File: src/rtl/mips_multicycle_control_pkg.sv
// rtl/mips_multicycle_control_pkg.sv - opcode/funct constants, state encodings and control codes
package mips_multicycle_control_pkg;

  localparam logic [5:0] OP_RTYPE = 6'h00;
  localparam logic [5:0] OP_J     = 6'h02;
  localparam logic [5:0] OP_JAL   = 6'h03;
  localparam logic [5:0] OP_BEQ   = 6'h04;
  localparam logic [5:0] OP_ADDI  = 6'h08;
  localparam logic [5:0] OP_LW    = 6'h23;
  localparam logic [5:0] OP_SW    = 6'h2B;
  localparam logic [5:0] FN_JR    = 6'h08;

  localparam logic [1:0] ALU_ADD   = 2'd0;
  localparam logic [1:0] ALU_SUB   = 2'd1;
  localparam logic [1:0] ALU_FUNCT = 2'd2;

  localparam logic [1:0] SRCB_RT     = 2'd0;
  localparam logic [1:0] SRCB_FOUR   = 2'd1;
  localparam logic [1:0] SRCB_IMM    = 2'd2;
  localparam logic [1:0] SRCB_IMM_SH = 2'd3;

  localparam logic [1:0] PCSRC_ALU    = 2'd0;
  localparam logic [1:0] PCSRC_ALUOUT = 2'd1;
  localparam logic [1:0] PCSRC_JUMP   = 2'd2;
  localparam logic [1:0] PCSRC_RS     = 2'd3;

  typedef enum logic [3:0] {
    S_FETCH  = 4'd0,
    S_DECODE = 4'd1,
    S_EXEC_R = 4'd2,
    S_EXEC_I = 4'd3,
    S_ADDR   = 4'd4,
    S_MEM_RD = 4'd5,
    S_MEM_WR = 4'd6,
    S_WB_ALU = 4'd7,
    S_WB_MEM = 4'd8,
    S_BRANCH = 4'd9,
    S_JUMP   = 4'd10
  } state_e;

  typedef struct packed {
    logic       pc_write;
    logic       pc_write_cond;
    logic [1:0] pc_source;
    logic       i_or_d;
    logic       mem_read;
    logic       mem_write;
    logic       ir_write;
    logic       reg_write;
    logic       reg_dest;
    logic       mem_to_reg;
    logic       jal_signal;
    logic       alu_src_a;
    logic [1:0] alu_src_b;
    logic [1:0] alu_op;
    logic       illegal_op;
  } ctrl_t;

  function automatic logic is_legal_op(input logic [5:0] op);
    return (op == OP_RTYPE) || (op == OP_J) || (op == OP_JAL) || (op == OP_BEQ) ||
           (op == OP_ADDI) || (op == OP_LW) || (op == OP_SW);
  endfunction

endpackage

File: src/rtl/mips_multicycle_control_if.sv
// rtl/mips_multicycle_control_if.sv - IR fields, memory handshake and datapath control bundle
interface mips_multicycle_control_if #(parameter int STATE_W = 4);

  logic [5:0]         opcode;
  logic [5:0]         funct;
  logic               mem_ready;
  logic               pc_write;
  logic               pc_write_cond;
  logic [1:0]         pc_source;
  logic               i_or_d;
  logic               mem_read;
  logic               mem_write;
  logic               ir_write;
  logic               reg_write;
  logic               reg_dest;
  logic               mem_to_reg;
  logic               jal_signal;
  logic               alu_src_a;
  logic [1:0]         alu_src_b;
  logic [1:0]         alu_op;
  logic               illegal_op;
  logic [STATE_W-1:0] state_dbg;

  modport master (
    input  opcode, funct, mem_ready,
    output pc_write, pc_write_cond, pc_source, i_or_d, mem_read, mem_write, ir_write,
           reg_write, reg_dest, mem_to_reg, jal_signal, alu_src_a, alu_src_b, alu_op,
           illegal_op, state_dbg
  );

  modport slave (
    output opcode, funct, mem_ready,
    input  pc_write, pc_write_cond, pc_source, i_or_d, mem_read, mem_write, ir_write,
           reg_write, reg_dest, mem_to_reg, jal_signal, alu_src_a, alu_src_b, alu_op,
           illegal_op, state_dbg
  );

endinterface

File: src/rtl/mips_ctrl_decode.sv
// rtl/mips_ctrl_decode.sv - combinational state+opcode to datapath control decode
module mips_ctrl_decode
  import mips_multicycle_control_pkg::*;
(
  input  state_e     state_i,
  input  logic [5:0] opcode_i,
  input  logic       mem_ready_i,
  output ctrl_t      ctrl_o
);

  always_comb begin
    ctrl_o = '0;
    case (state_i)
      S_FETCH: begin
        ctrl_o.mem_read  = 1'b1;
        ctrl_o.alu_src_b = SRCB_FOUR;
        ctrl_o.alu_op    = ALU_ADD;
        ctrl_o.pc_source = PCSRC_ALU;
        // IR and PC only load in the cycle the fetch actually completes
        ctrl_o.ir_write  = mem_ready_i;
        ctrl_o.pc_write  = mem_ready_i;
      end
      S_DECODE: begin
        ctrl_o.alu_src_b  = SRCB_IMM_SH;
        ctrl_o.alu_op     = ALU_ADD;
        ctrl_o.illegal_op = !is_legal_op(opcode_i);
      end
      S_EXEC_R: begin
        ctrl_o.alu_src_a = 1'b1;
        ctrl_o.alu_src_b = SRCB_RT;
        ctrl_o.alu_op    = ALU_FUNCT;
      end
      S_EXEC_I, S_ADDR: begin
        ctrl_o.alu_src_a = 1'b1;
        ctrl_o.alu_src_b = SRCB_IMM;
        ctrl_o.alu_op    = ALU_ADD;
      end
      S_MEM_RD: begin
        ctrl_o.mem_read = 1'b1;
        ctrl_o.i_or_d   = 1'b1;
      end
      S_MEM_WR: begin
        ctrl_o.mem_write = 1'b1;
        ctrl_o.i_or_d    = 1'b1;
      end
      S_WB_ALU: begin
        ctrl_o.reg_write = 1'b1;
        ctrl_o.reg_dest  = (opcode_i == OP_RTYPE);
      end
      S_WB_MEM: begin
        ctrl_o.reg_write  = 1'b1;
        ctrl_o.mem_to_reg = 1'b1;
      end
      S_BRANCH: begin
        ctrl_o.alu_src_a     = 1'b1;
        ctrl_o.alu_src_b     = SRCB_RT;
        ctrl_o.alu_op        = ALU_SUB;
        ctrl_o.pc_write_cond = 1'b1;
        ctrl_o.pc_source     = PCSRC_ALUOUT;
      end
      S_JUMP: begin
        // only jr reaches JUMP with an R-type opcode
        ctrl_o.pc_write   = 1'b1;
        ctrl_o.pc_source  = (opcode_i == OP_RTYPE) ? PCSRC_RS : PCSRC_JUMP;
        ctrl_o.reg_write  = (opcode_i == OP_JAL);
        ctrl_o.jal_signal = (opcode_i == OP_JAL);
      end
      default: ;
    endcase
  end

endmodule

File: src/rtl/mips_multicycle_control.sv
// rtl/mips_multicycle_control.sv - multi-cycle MIPS control FSM; MIPS_CTRL_PERF_EN adds cycle/retire counters
module mips_multicycle_control
  import mips_multicycle_control_pkg::*;
#(
  parameter int STATE_W = 4
) (
  input  logic                      clock,
  input  logic                      reset,
  mips_multicycle_control_if.master bus
`ifdef MIPS_CTRL_PERF_EN
  ,
  output logic [31:0]               cycle_count,
  output logic [31:0]               retire_count
`endif
);

  state_e state_q, state_d;
  ctrl_t  ctrl;
  ctrl_t  ctrl_out;

  always_ff @(posedge clock) begin
    if (reset) state_q <= S_FETCH;
    else       state_q <= state_d;
  end

  always_comb begin
    state_d = S_FETCH;
    case (state_q)
      S_FETCH:  state_d = bus.mem_ready ? S_DECODE : S_FETCH;
      S_DECODE: begin
        case (bus.opcode)
          OP_RTYPE:     state_d = (bus.funct == FN_JR) ? S_JUMP : S_EXEC_R;
          OP_ADDI:      state_d = S_EXEC_I;
          OP_LW, OP_SW: state_d = S_ADDR;
          OP_BEQ:       state_d = S_BRANCH;
          OP_J, OP_JAL: state_d = S_JUMP;
          default:      state_d = S_FETCH;
        endcase
      end
      S_EXEC_R, S_EXEC_I: state_d = S_WB_ALU;
      S_ADDR:   state_d = (bus.opcode == OP_SW) ? S_MEM_WR : S_MEM_RD;
      S_MEM_RD: state_d = bus.mem_ready ? S_WB_MEM : S_MEM_RD;
      S_MEM_WR: state_d = bus.mem_ready ? S_FETCH : S_MEM_WR;
      default:  state_d = S_FETCH;
    endcase
  end

  mips_ctrl_decode u_decode (
    .state_i     (state_q),
    .opcode_i    (bus.opcode),
    .mem_ready_i (bus.mem_ready),
    .ctrl_o      (ctrl)
  );

  // reset forces every control low, so an abandoned instruction never writes
  assign ctrl_out          = reset ? '0 : ctrl;
  assign bus.pc_write      = ctrl_out.pc_write;
  assign bus.pc_write_cond = ctrl_out.pc_write_cond;
  assign bus.pc_source     = ctrl_out.pc_source;
  assign bus.i_or_d        = ctrl_out.i_or_d;
  assign bus.mem_read      = ctrl_out.mem_read;
  assign bus.mem_write     = ctrl_out.mem_write;
  assign bus.ir_write      = ctrl_out.ir_write;
  assign bus.reg_write     = ctrl_out.reg_write;
  assign bus.reg_dest      = ctrl_out.reg_dest;
  assign bus.mem_to_reg    = ctrl_out.mem_to_reg;
  assign bus.jal_signal    = ctrl_out.jal_signal;
  assign bus.alu_src_a     = ctrl_out.alu_src_a;
  assign bus.alu_src_b     = ctrl_out.alu_src_b;
  assign bus.alu_op        = ctrl_out.alu_op;
  assign bus.illegal_op    = ctrl_out.illegal_op;
  assign bus.state_dbg     = reset ? '0 : STATE_W'(state_q);

`ifdef MIPS_CTRL_PERF_EN
  logic [31:0] cycle_q, retire_q;

  always_ff @(posedge clock) begin
    if (reset) begin
      cycle_q  <= '0;
      retire_q <= '0;
    end else begin
      cycle_q <= cycle_q + 32'd1;
      if (state_d == S_FETCH && state_q != S_FETCH && !ctrl.illegal_op)
        retire_q <= retire_q + 32'd1;
    end
  end

  assign cycle_count  = cycle_q;
  assign retire_count = retire_q;
`endif

endmodule
File: src/flat_wrapper.sv
// flat-port wrapper written by rule: the top's interface ports become plain ports
module mips_multicycle_control_flat import mips_multicycle_control_pkg::*;
#(
  parameter int STATE_W = 4
)
  (clock, reset, bus_opcode, bus_funct, bus_mem_ready, bus_pc_write, bus_pc_write_cond, bus_pc_source, bus_i_or_d, bus_mem_read, bus_mem_write, bus_ir_write, bus_reg_write, bus_reg_dest, bus_mem_to_reg, bus_jal_signal, bus_alu_src_a, bus_alu_src_b, bus_alu_op, bus_illegal_op, bus_state_dbg);
  mips_multicycle_control_if #(.STATE_W(STATE_W)) bus_i ();
  input  logic clock;
  input  logic reset;
  input wire logic [$bits(bus_i.opcode)-1:0] bus_opcode;
  input wire logic [$bits(bus_i.funct)-1:0] bus_funct;
  input wire logic [$bits(bus_i.mem_ready)-1:0] bus_mem_ready;
  output wire logic [$bits(bus_i.pc_write)-1:0] bus_pc_write;
  output wire logic [$bits(bus_i.pc_write_cond)-1:0] bus_pc_write_cond;
  output wire logic [$bits(bus_i.pc_source)-1:0] bus_pc_source;
  output wire logic [$bits(bus_i.i_or_d)-1:0] bus_i_or_d;
  output wire logic [$bits(bus_i.mem_read)-1:0] bus_mem_read;
  output wire logic [$bits(bus_i.mem_write)-1:0] bus_mem_write;
  output wire logic [$bits(bus_i.ir_write)-1:0] bus_ir_write;
  output wire logic [$bits(bus_i.reg_write)-1:0] bus_reg_write;
  output wire logic [$bits(bus_i.reg_dest)-1:0] bus_reg_dest;
  output wire logic [$bits(bus_i.mem_to_reg)-1:0] bus_mem_to_reg;
  output wire logic [$bits(bus_i.jal_signal)-1:0] bus_jal_signal;
  output wire logic [$bits(bus_i.alu_src_a)-1:0] bus_alu_src_a;
  output wire logic [$bits(bus_i.alu_src_b)-1:0] bus_alu_src_b;
  output wire logic [$bits(bus_i.alu_op)-1:0] bus_alu_op;
  output wire logic [$bits(bus_i.illegal_op)-1:0] bus_illegal_op;
  output wire logic [$bits(bus_i.state_dbg)-1:0] bus_state_dbg;
  assign bus_i.opcode = bus_opcode;
  assign bus_i.funct = bus_funct;
  assign bus_i.mem_ready = bus_mem_ready;
  assign bus_pc_write = bus_i.pc_write;
  assign bus_pc_write_cond = bus_i.pc_write_cond;
  assign bus_pc_source = bus_i.pc_source;
  assign bus_i_or_d = bus_i.i_or_d;
  assign bus_mem_read = bus_i.mem_read;
  assign bus_mem_write = bus_i.mem_write;
  assign bus_ir_write = bus_i.ir_write;
  assign bus_reg_write = bus_i.reg_write;
  assign bus_reg_dest = bus_i.reg_dest;
  assign bus_mem_to_reg = bus_i.mem_to_reg;
  assign bus_jal_signal = bus_i.jal_signal;
  assign bus_alu_src_a = bus_i.alu_src_a;
  assign bus_alu_src_b = bus_i.alu_src_b;
  assign bus_alu_op = bus_i.alu_op;
  assign bus_illegal_op = bus_i.illegal_op;
  assign bus_state_dbg = bus_i.state_dbg;
  mips_multicycle_control #(.STATE_W(STATE_W)) u_core (.clock(clock), .reset(reset), .bus(bus_i));
endmodule
File: config.mk
export PLATFORM = sky130hd
export DESIGN_NAME = mips_multicycle_control_flat
export DESIGN_NICKNAME = d
export VERILOG_FILES = /design/src/rtl/mips_multicycle_control_pkg.sv /design/src/rtl/mips_multicycle_control_if.sv /design/src/rtl/mips_ctrl_decode.sv /design/src/rtl/mips_multicycle_control.sv /design/src/flat_wrapper.sv
export SDC_FILE = /design/constraint.sdc
export NUM_CORES = 1
export LEC_CHECK = 0
export BUFFER_PORTS_ARGS = -buffer_cell sky130_fd_sc_hd__clkbuf_2
export CORE_ASPECT_RATIO = 1.2
export CORE_MARGIN = 3
export CORE_UTILIZATION = 45
export CTS_BUF_LIST = sky130_fd_sc_hd__clkbuf_16
export CTS_CLUSTER_SIZE = 20
export DETAILED_ROUTE_END_ITERATION = 16
export GPL_TIMING_DRIVEN = 0
export PLACE_DENSITY = 0.76
export SYNTH_ARGS = -nofsm -noshare
export SYNTH_HDL_FRONTEND = slang
export SYNTH_HIERARCHICAL = 1
export SYNTH_SLANG_ARGS = --single-unit
File: constraint.sdc
create_clock -name clock -period 1.68 [get_ports clock]
set_clock_uncertainty 0.2 [all_clocks]
set_input_delay 0.168 -clock clock [delete_from_list [all_inputs] [get_ports clock]]
set_output_delay 0.168 -clock clock [all_outputs]
set_load 0.03 [all_outputs]
==> results of run 1 <==
-- synthesized netlist by cell type, types with 2 or more instances --
| master | instances |
|---|---|
| sky130_fd_sc_hd__nor2b_1 | 26 |
| sky130_fd_sc_hd__nor2_1 | 15 |
| sky130_fd_sc_hd__nor3_1 | 9 |
| sky130_fd_sc_hd__a21oi_1 | 8 |
| sky130_fd_sc_hd__a31oi_1 | 4 |
| sky130_fd_sc_hd__buf_2 | 4 |
| sky130_fd_sc_hd__dfxtp_1 | 4 |
| sky130_fd_sc_hd__nand2_1 | 4 |
| sky130_fd_sc_hd__nand3_1 | 4 |
| sky130_fd_sc_hd__nand2b_4 | 3 |
| sky130_fd_sc_hd__buf_6 | 2 |
| sky130_fd_sc_hd__clkbuf_1 | 2 |
| sky130_fd_sc_hd__inv_1 | 2 |
| sky130_fd_sc_hd__mux2i_1 | 2 |
| sky130_fd_sc_hd__nand2b_1 | 2 |
| sky130_fd_sc_hd__nand4_1 | 2 |
| sky130_fd_sc_hd__nor3b_1 | 2 |
| sky130_fd_sc_hd__nor4_1 | 2 |
| sky130_fd_sc_hd__nor4_2 | 2 |
| sky130_fd_sc_hd__o21ai_1 | 2 |
-- routing by layer --
layer,global-route usage,vias up,share of wire
li1,-,542,-
met1,0.2632,510,0.39
met2,0.4083,46,0.52
met3,0.04276,6,0.061
met4,0.08531,0,0.022
met5,0,-,0
-- where the power goes --
group	switching (W)	internal, W
registers	0.00000555	0.0000963
logic	0.000142	0.000115
clock network	0.0000632	0.000304
total	0.000211	0.000515
-- stage by stage --
stage / setup slack, ps / utilization / total power (W) / instances / hold slack [ps]
global placement: -73.24 / 0.6336 / 0.0003136 / 178 / 281.2
CTS: -189.0 / 0.7845 / 0.0007073 / 188 / 64.58
floorplan: 8.178 / - / 0.0002493 / 124 / 118.2
global route: -234.4 / 0.8276 / 0.0007571 / 189 / 102.2
detailed placement: -146.4 / 0.6336 / 0.0003187 / 178 / 299.1
finish: -191.7 / 0.8276 / 0.0007256 / 189 / 52.80
-- worst reg2reg max path: cells and delay by family, from the launching register on --
kind            cells  cell delay, ps
flops               1             340
compound gates      1             130
simple gates        3             690
buf+inv             1             130
-- layout make-up --
type	count	area [sq um]
Multi-Input combinational cell	109	812.0
Timing Repair Buffer	45	359.1
Fill cell	105	300.3
Sequential cell	4	92.59
Clock buffer	3	75.07
Buffer	8	72.57
Tap cell	18	22.52
Inverter	2	7.507
-- cell families after synthesis --
logic type	after synthesis	synth area share
muxes	4	0.04829
buffers and inverters	11	0.07387
AOI/OAI and AO/OA	23	0.1960
xor gates and xnor gates	2	0.01989
DFF	4	0.09091
and+or+nand+nor	80	0.5710
-- final timing paths --
kind | slack, ps | start | cells past startpoint | end
worst max register to register | 80 | u_core/state_q[0] | 5 | u_core/state_q[0]
worst min-delay path | 50 | bus_funct[2] | 4 | u_core/state_q[3]
worst min register to register | 420 | u_core/state_q[3] | 2 | u_core/state_q[0]
worst max-delay path | -190 | u_core/state_q[2] | 6 | bus_jal_signal
-- repair_timing --
action                                 CTS  global route
pin swaps                                1             2
gates resized for setup                 42            36
setup endpoints to repair               19            19
buffers inserted                         7             2
endpoints found under the hold margin    0             0
==> flow_summary.ini, run 1 <==
[route]
drtAntennaViolNets = 0
wl_per_cell_um = 14.24
dr_total_vias = 1104
initial_drt_markers = 22
finalWirelength_um = 2692
tritonroute_pass_1_iters = 4
route.detailed.vias_per_inst = 5.841
drt_drc_violations_left = 0

[timing]
worstMarginPinSlew_ps = 565.2
grt_setup_unrepaired = yes
fin_setup_tns_ps = -1301
layout_min_cycle_time_ps = 1872
finalWorstSetupSlack_ps = -191.7
finalCritPeriodShare = 1.114
timing.fmax_mhz = 534.3
final_max_slew_viol_count = 0
hold_viol_final = 0
max_slew_margin = 0.6232
finalSetupViolations = 14

[placement]
number_of_buffers_inserted_by_port_buffering = 36
place_hpwl_um = 1806
post_dp_cell_area_sq_um = 1104
gp_congestion = 0.8088

[floorplanning]
floorplan.initialDensity = 0.5057
die_span_x_um = 46.39
die_h_um = 54.47
design.core.area_sq_um = 1742
rows = 16
boundaryPins = 37
design.die.area_sq_um = 2527

[global_routing]
grt_max_degree = 12
grt_first_pass_wirelength_um = 4291
grt.overflow.total = 0
vias_in_the_first_global_route = 974
grt_util_all_layers = 0.2287
antenna_violations_before_repair = 0

[synth]
mappedNetlistArea_sq_um = 880.8
ys_seq_elements = 4
synthDistinctLibCells = 43
synth_largest_type_area_fraction = 0.1847
post_synth_main_area_contributors = sky130_fd_sc_hd__nor2b_1 (18%), sky130_fd_sc_hd__dfxtp_1 (9.1%), sky130_fd_sc_hd__nor2_1 (6.4%)
postSynthAreaPerCell_sq_um = 7.104
postSynthCellCount = 124
synth.yosys.warnings = 6
ys.flop_type = sky130_fd_sc_hd__dfxtp_1
ys_async_sr_fraction = 0
synth_sequential_area_ratio = 0.09091
synth_top_area_cell = sky130_fd_sc_hd__nor2b_1
synthesis.nets = 139
synth_enable_flop_cells = 0

[pwr]
p_leak_nw = 0.5697
power-per-cell-area_nw_per_um2 = 503.4
ir_worst_vdd_mv = 1.048

[setup_path]
critPathCaptureType = output port
critical-path-slowest-cell = sky130_fd_sc_hd__dfxtp_4
criticalPathCategory = reg -> out
path_buf_inv = 2
timing.critical_path.cells = buf_6 > nand2b_4 > nor2_1 > and4_2 > nor2b_2 > clkbuf_8
cpLargestDelayFamily = simple AND/OR/NAND/NOR gates
critical_path_required_ps = 1310
cp_max_fo = 5
worst_setup_path_start_kind = flip-flop
data_arrival_time_at_the_worst_slack_endpoint_ps = 1500
biggest_cell_delay_along_the_critical_path_ps = 350

[clock_network]
clock_tree.htree_level_count = 1
cts_max_path_buffers = 2
clk_pin_slew_worst_paths_ps = 30
cts-root-buf = sky130_fd_sc_hd__clkbuf_16
cts_inserted_buffers = 3
clk_latency_ps = 220
postCtsHoldBufs = 0
cts_tree = done
tritoncts_num_sinks = 4

[layout]
finish.instance_area_sq_um = 1441
nNetsFinal = 188
reg_top3 = u_core/state_q (4)
area_growth_synth_to_finish_pct = 63.64
antennaDiodeCount = 0
layout_common_cells = sky130_fd_sc_hd__clkbuf_2 (18), sky130_fd_sc_hd__buf_4 (14), sky130_fd_sc_hd__nor2b_1 (14)
reg_with_most_ffs = u_core/state_q
drive_gt1_frac = 0.5263
layout.cells.most_common = sky130_fd_sc_hd__clkbuf_2
number_of_flip_flops_under_the_largest_register_name = 4

[run_status]
result_of_the_run = finished, violations left
violations = negative setup slack

[job]
cap_viol_max_count = 0

[hold_path]
min_path_type = in -> reg
Note: power is estimated with default switching activity, not from simulation.
==> inputs of run 2 (changes only) <==
- CORE_UTILIZATION: 45 -> 47
- PLACE_DENSITY: 0.76 -> 0.79
==> flow_summary.ini, run 2 (same netlist as run 1, synthesis figures left out) <==
[run_status]
result_of_the_run = finished, violations left
violations = negative setup slack

[pwr]
seqPwrFrac = 0.136
power_w = 0.0007468
share_comb_of_total_power = 0.379
power-per-cell-area_nw_per_um2 = 486.4
p_sw_frac = 0.3004
internal_power_w = 0.0005225
p_leak_nw = 0.6048
ir_worst_vdd_mv = 0.7675
share_clk_of_total_power = 0.485
p_sw_w = 0.0002243

[setup_path]
critical_path.reg2reg.startpoint = u_core/state_q[2]
cp_max_fo = 10
worstReg2RegEnd = u_core/state_q[3]
worstRegToRegCells = 5
data_arrival_time_at_the_worst_slack_endpoint_ps = 1530
criticalPathCategory = reg -> out
timing.reg2reg.setup_slack_ps = 50
critPathCaptureType = output port
worst_setup_path_start_kind = flip-flop
critical_path_required_ps = 1310

[hold_path]
hold_sp = bus_funct[2]
worst_hold_path.num_cells = 4
whs_endpoint = u_core/state_q[3]
min_path_type = in -> reg

[layout]
final.fill_count = 66
nNetsFinal = 193
finish.instance_area_sq_um = 1535
antennaDiodeCount = 0
reg_top3 = u_core/state_q (4)
layout.cells.most_common = sky130_fd_sc_hd__buf_4
number_of_flip_flops_under_the_largest_register_name = 4
layout_common_cells = sky130_fd_sc_hd__buf_4 (20), sky130_fd_sc_hd__clkbuf_2 (17), sky130_fd_sc_hd__nor2b_1 (15)
drive_gt1_frac = 0.5625
reg_with_most_ffs = u_core/state_q
area_growth_synth_to_finish_pct = 74.29

[floorplanning]
die_h_um = 53.43
floorplan.initialDensity = 0.5176
design.die.area_sq_um = 2432
boundaryPins = 37
design.core.area_sq_um = 1702
die_span_x_um = 45.52
rows = 16

[timing]
max_slew_margin = 0.5535
timing.fmax_mhz = 528.0
finalCritPeriodShare = 1.127
finalWorstSetupSlack_ps = -214.1
layout_min_cycle_time_ps = 1894
worstMarginPinSlew_ps = 669.8
finalSetupViolations = 16
final_max_slew_viol_count = 0
hold_viol_final = 0
grt_setup_unrepaired = yes

[route]
drtAntennaViolNets = 0
finalWirelength_um = 3426
initial_drt_markers = 61
tritonroute_pass_1_iters = 4
wl_per_cell_um = 17.66
dr_total_vias = 1192
drt_drc_violations_left = 0
route.detailed.vias_per_inst = 6.144

[clock_network]
cts_tree = done
cts-root-buf = sky130_fd_sc_hd__clkbuf_16
cts_max_path_buffers = 2
clk_latency_ps = 220
clk_pin_slew_worst_paths_ps = 30
tritoncts_num_sinks = 4
postCtsHoldBufs = 0
clock_tree.htree_level_count = 1
cts_inserted_buffers = 3

[global_routing]
grt_first_pass_wirelength_um = 4519
grt.overflow.total = 0
grt_util_all_layers = 0.2418
grt_max_degree = 12
vias_in_the_first_global_route = 1138
antenna_violations_before_repair = 0

[placement]
gp_congestion = 0.8281
post_dp_cell_area_sq_um = 1104
dp_slack_ps = -125.7
place_hpwl_um = 1787
number_of_buffers_inserted_by_port_buffering = 36

[job]
cap_viol_max_count = 0
## run 2: cell count changes in the layout (fill, tap and decap cells not counted), sizes merged
| cell | delta |
|---|---|
| buf | +6 |
| clkbuf | -1 |
## run 2: worst max-delay path by stage
stage,startpoint,end,slack (ps),cells after the start
floorplan,u_core/state_q[2],bus_alu_src_a,8,5
global placement,u_core/state_q[3],bus_reg_write,-80,5
detailed placement,u_core/state_q[3],bus_reg_write,-130,5
CTS,u_core/state_q[2],bus_alu_src_a,-190,6
global route,u_core/state_q[2],bus_jal_signal,-280,6
finish,u_core/state_q[3],bus_illegal_op,-210,5
## run 2: critical path, stage by stage (launching register included)
cell                        delay [ps]
sky130_fd_sc_hd__dfxtp_4           370
sky130_fd_sc_hd__buf_12            150
sky130_fd_sc_hd__a2111oi_4         290
sky130_fd_sc_hd__o31a_1            190
sky130_fd_sc_hd__nor2b_2           140
sky130_fd_sc_hd__clkbuf_8          160
## run 2: area by class of cell
type	count	area [sq um]	area share
flip-flops and latches	4	92.59	0.06031
multi-input cells	109	854.6	0.5566
repair buffers	50	402.9	0.2624
clock buffers	3	75.07	0.04890
inverters	2	7.507	0.004890
plain buffers	8	80.08	0.05216
well taps	18	22.52	0.01467
## run 2: repair_timing
action                                  CTS  global route
buffers inserted                          9             5
pin swaps                                 2             6
resized for setup                        43            50
endpoints found under the setup margin   19            21
## run 2: metrics by stage
step	TNS, ps	std cells	utilization	hold slack, ps
2_1_floorplan	0	124	-	118.2
3_3_place_gp	-365.4	178	0.6485	280.0
3_5_place_dp	-570.3	178	0.6485	309.5
4_1_cts	-1138	190	0.8140	69.77
5_1_grt	-2811	194	0.9022	81.14
6_report	-1981	194	0.9022	71.55
## run 2: metal layers
layer	up-vias	routed length (um)	GRT usage
met2	75	1763	0.4186
met1	557	1385	0.2640
met3	8	239	0.05102
met4	0	37	0.1317
met5	-	0	0
li1	552	-	-
## run 2: power by group through the flow
stage | sequential, W | clock [W] | combinational, W
after floorplan | 0.000104 | 0 | 0.000145
after global placement | 0.000105 | 0 | 0.000208
after detailed placement | 0.000105 | 0 | 0.000213
after CTS | 0.000100 | 0.000368 | 0.000243
after global routing | 0.000102 | 0.000374 | 0.000300
final | 0.000102 | 0.000362 | 0.000283
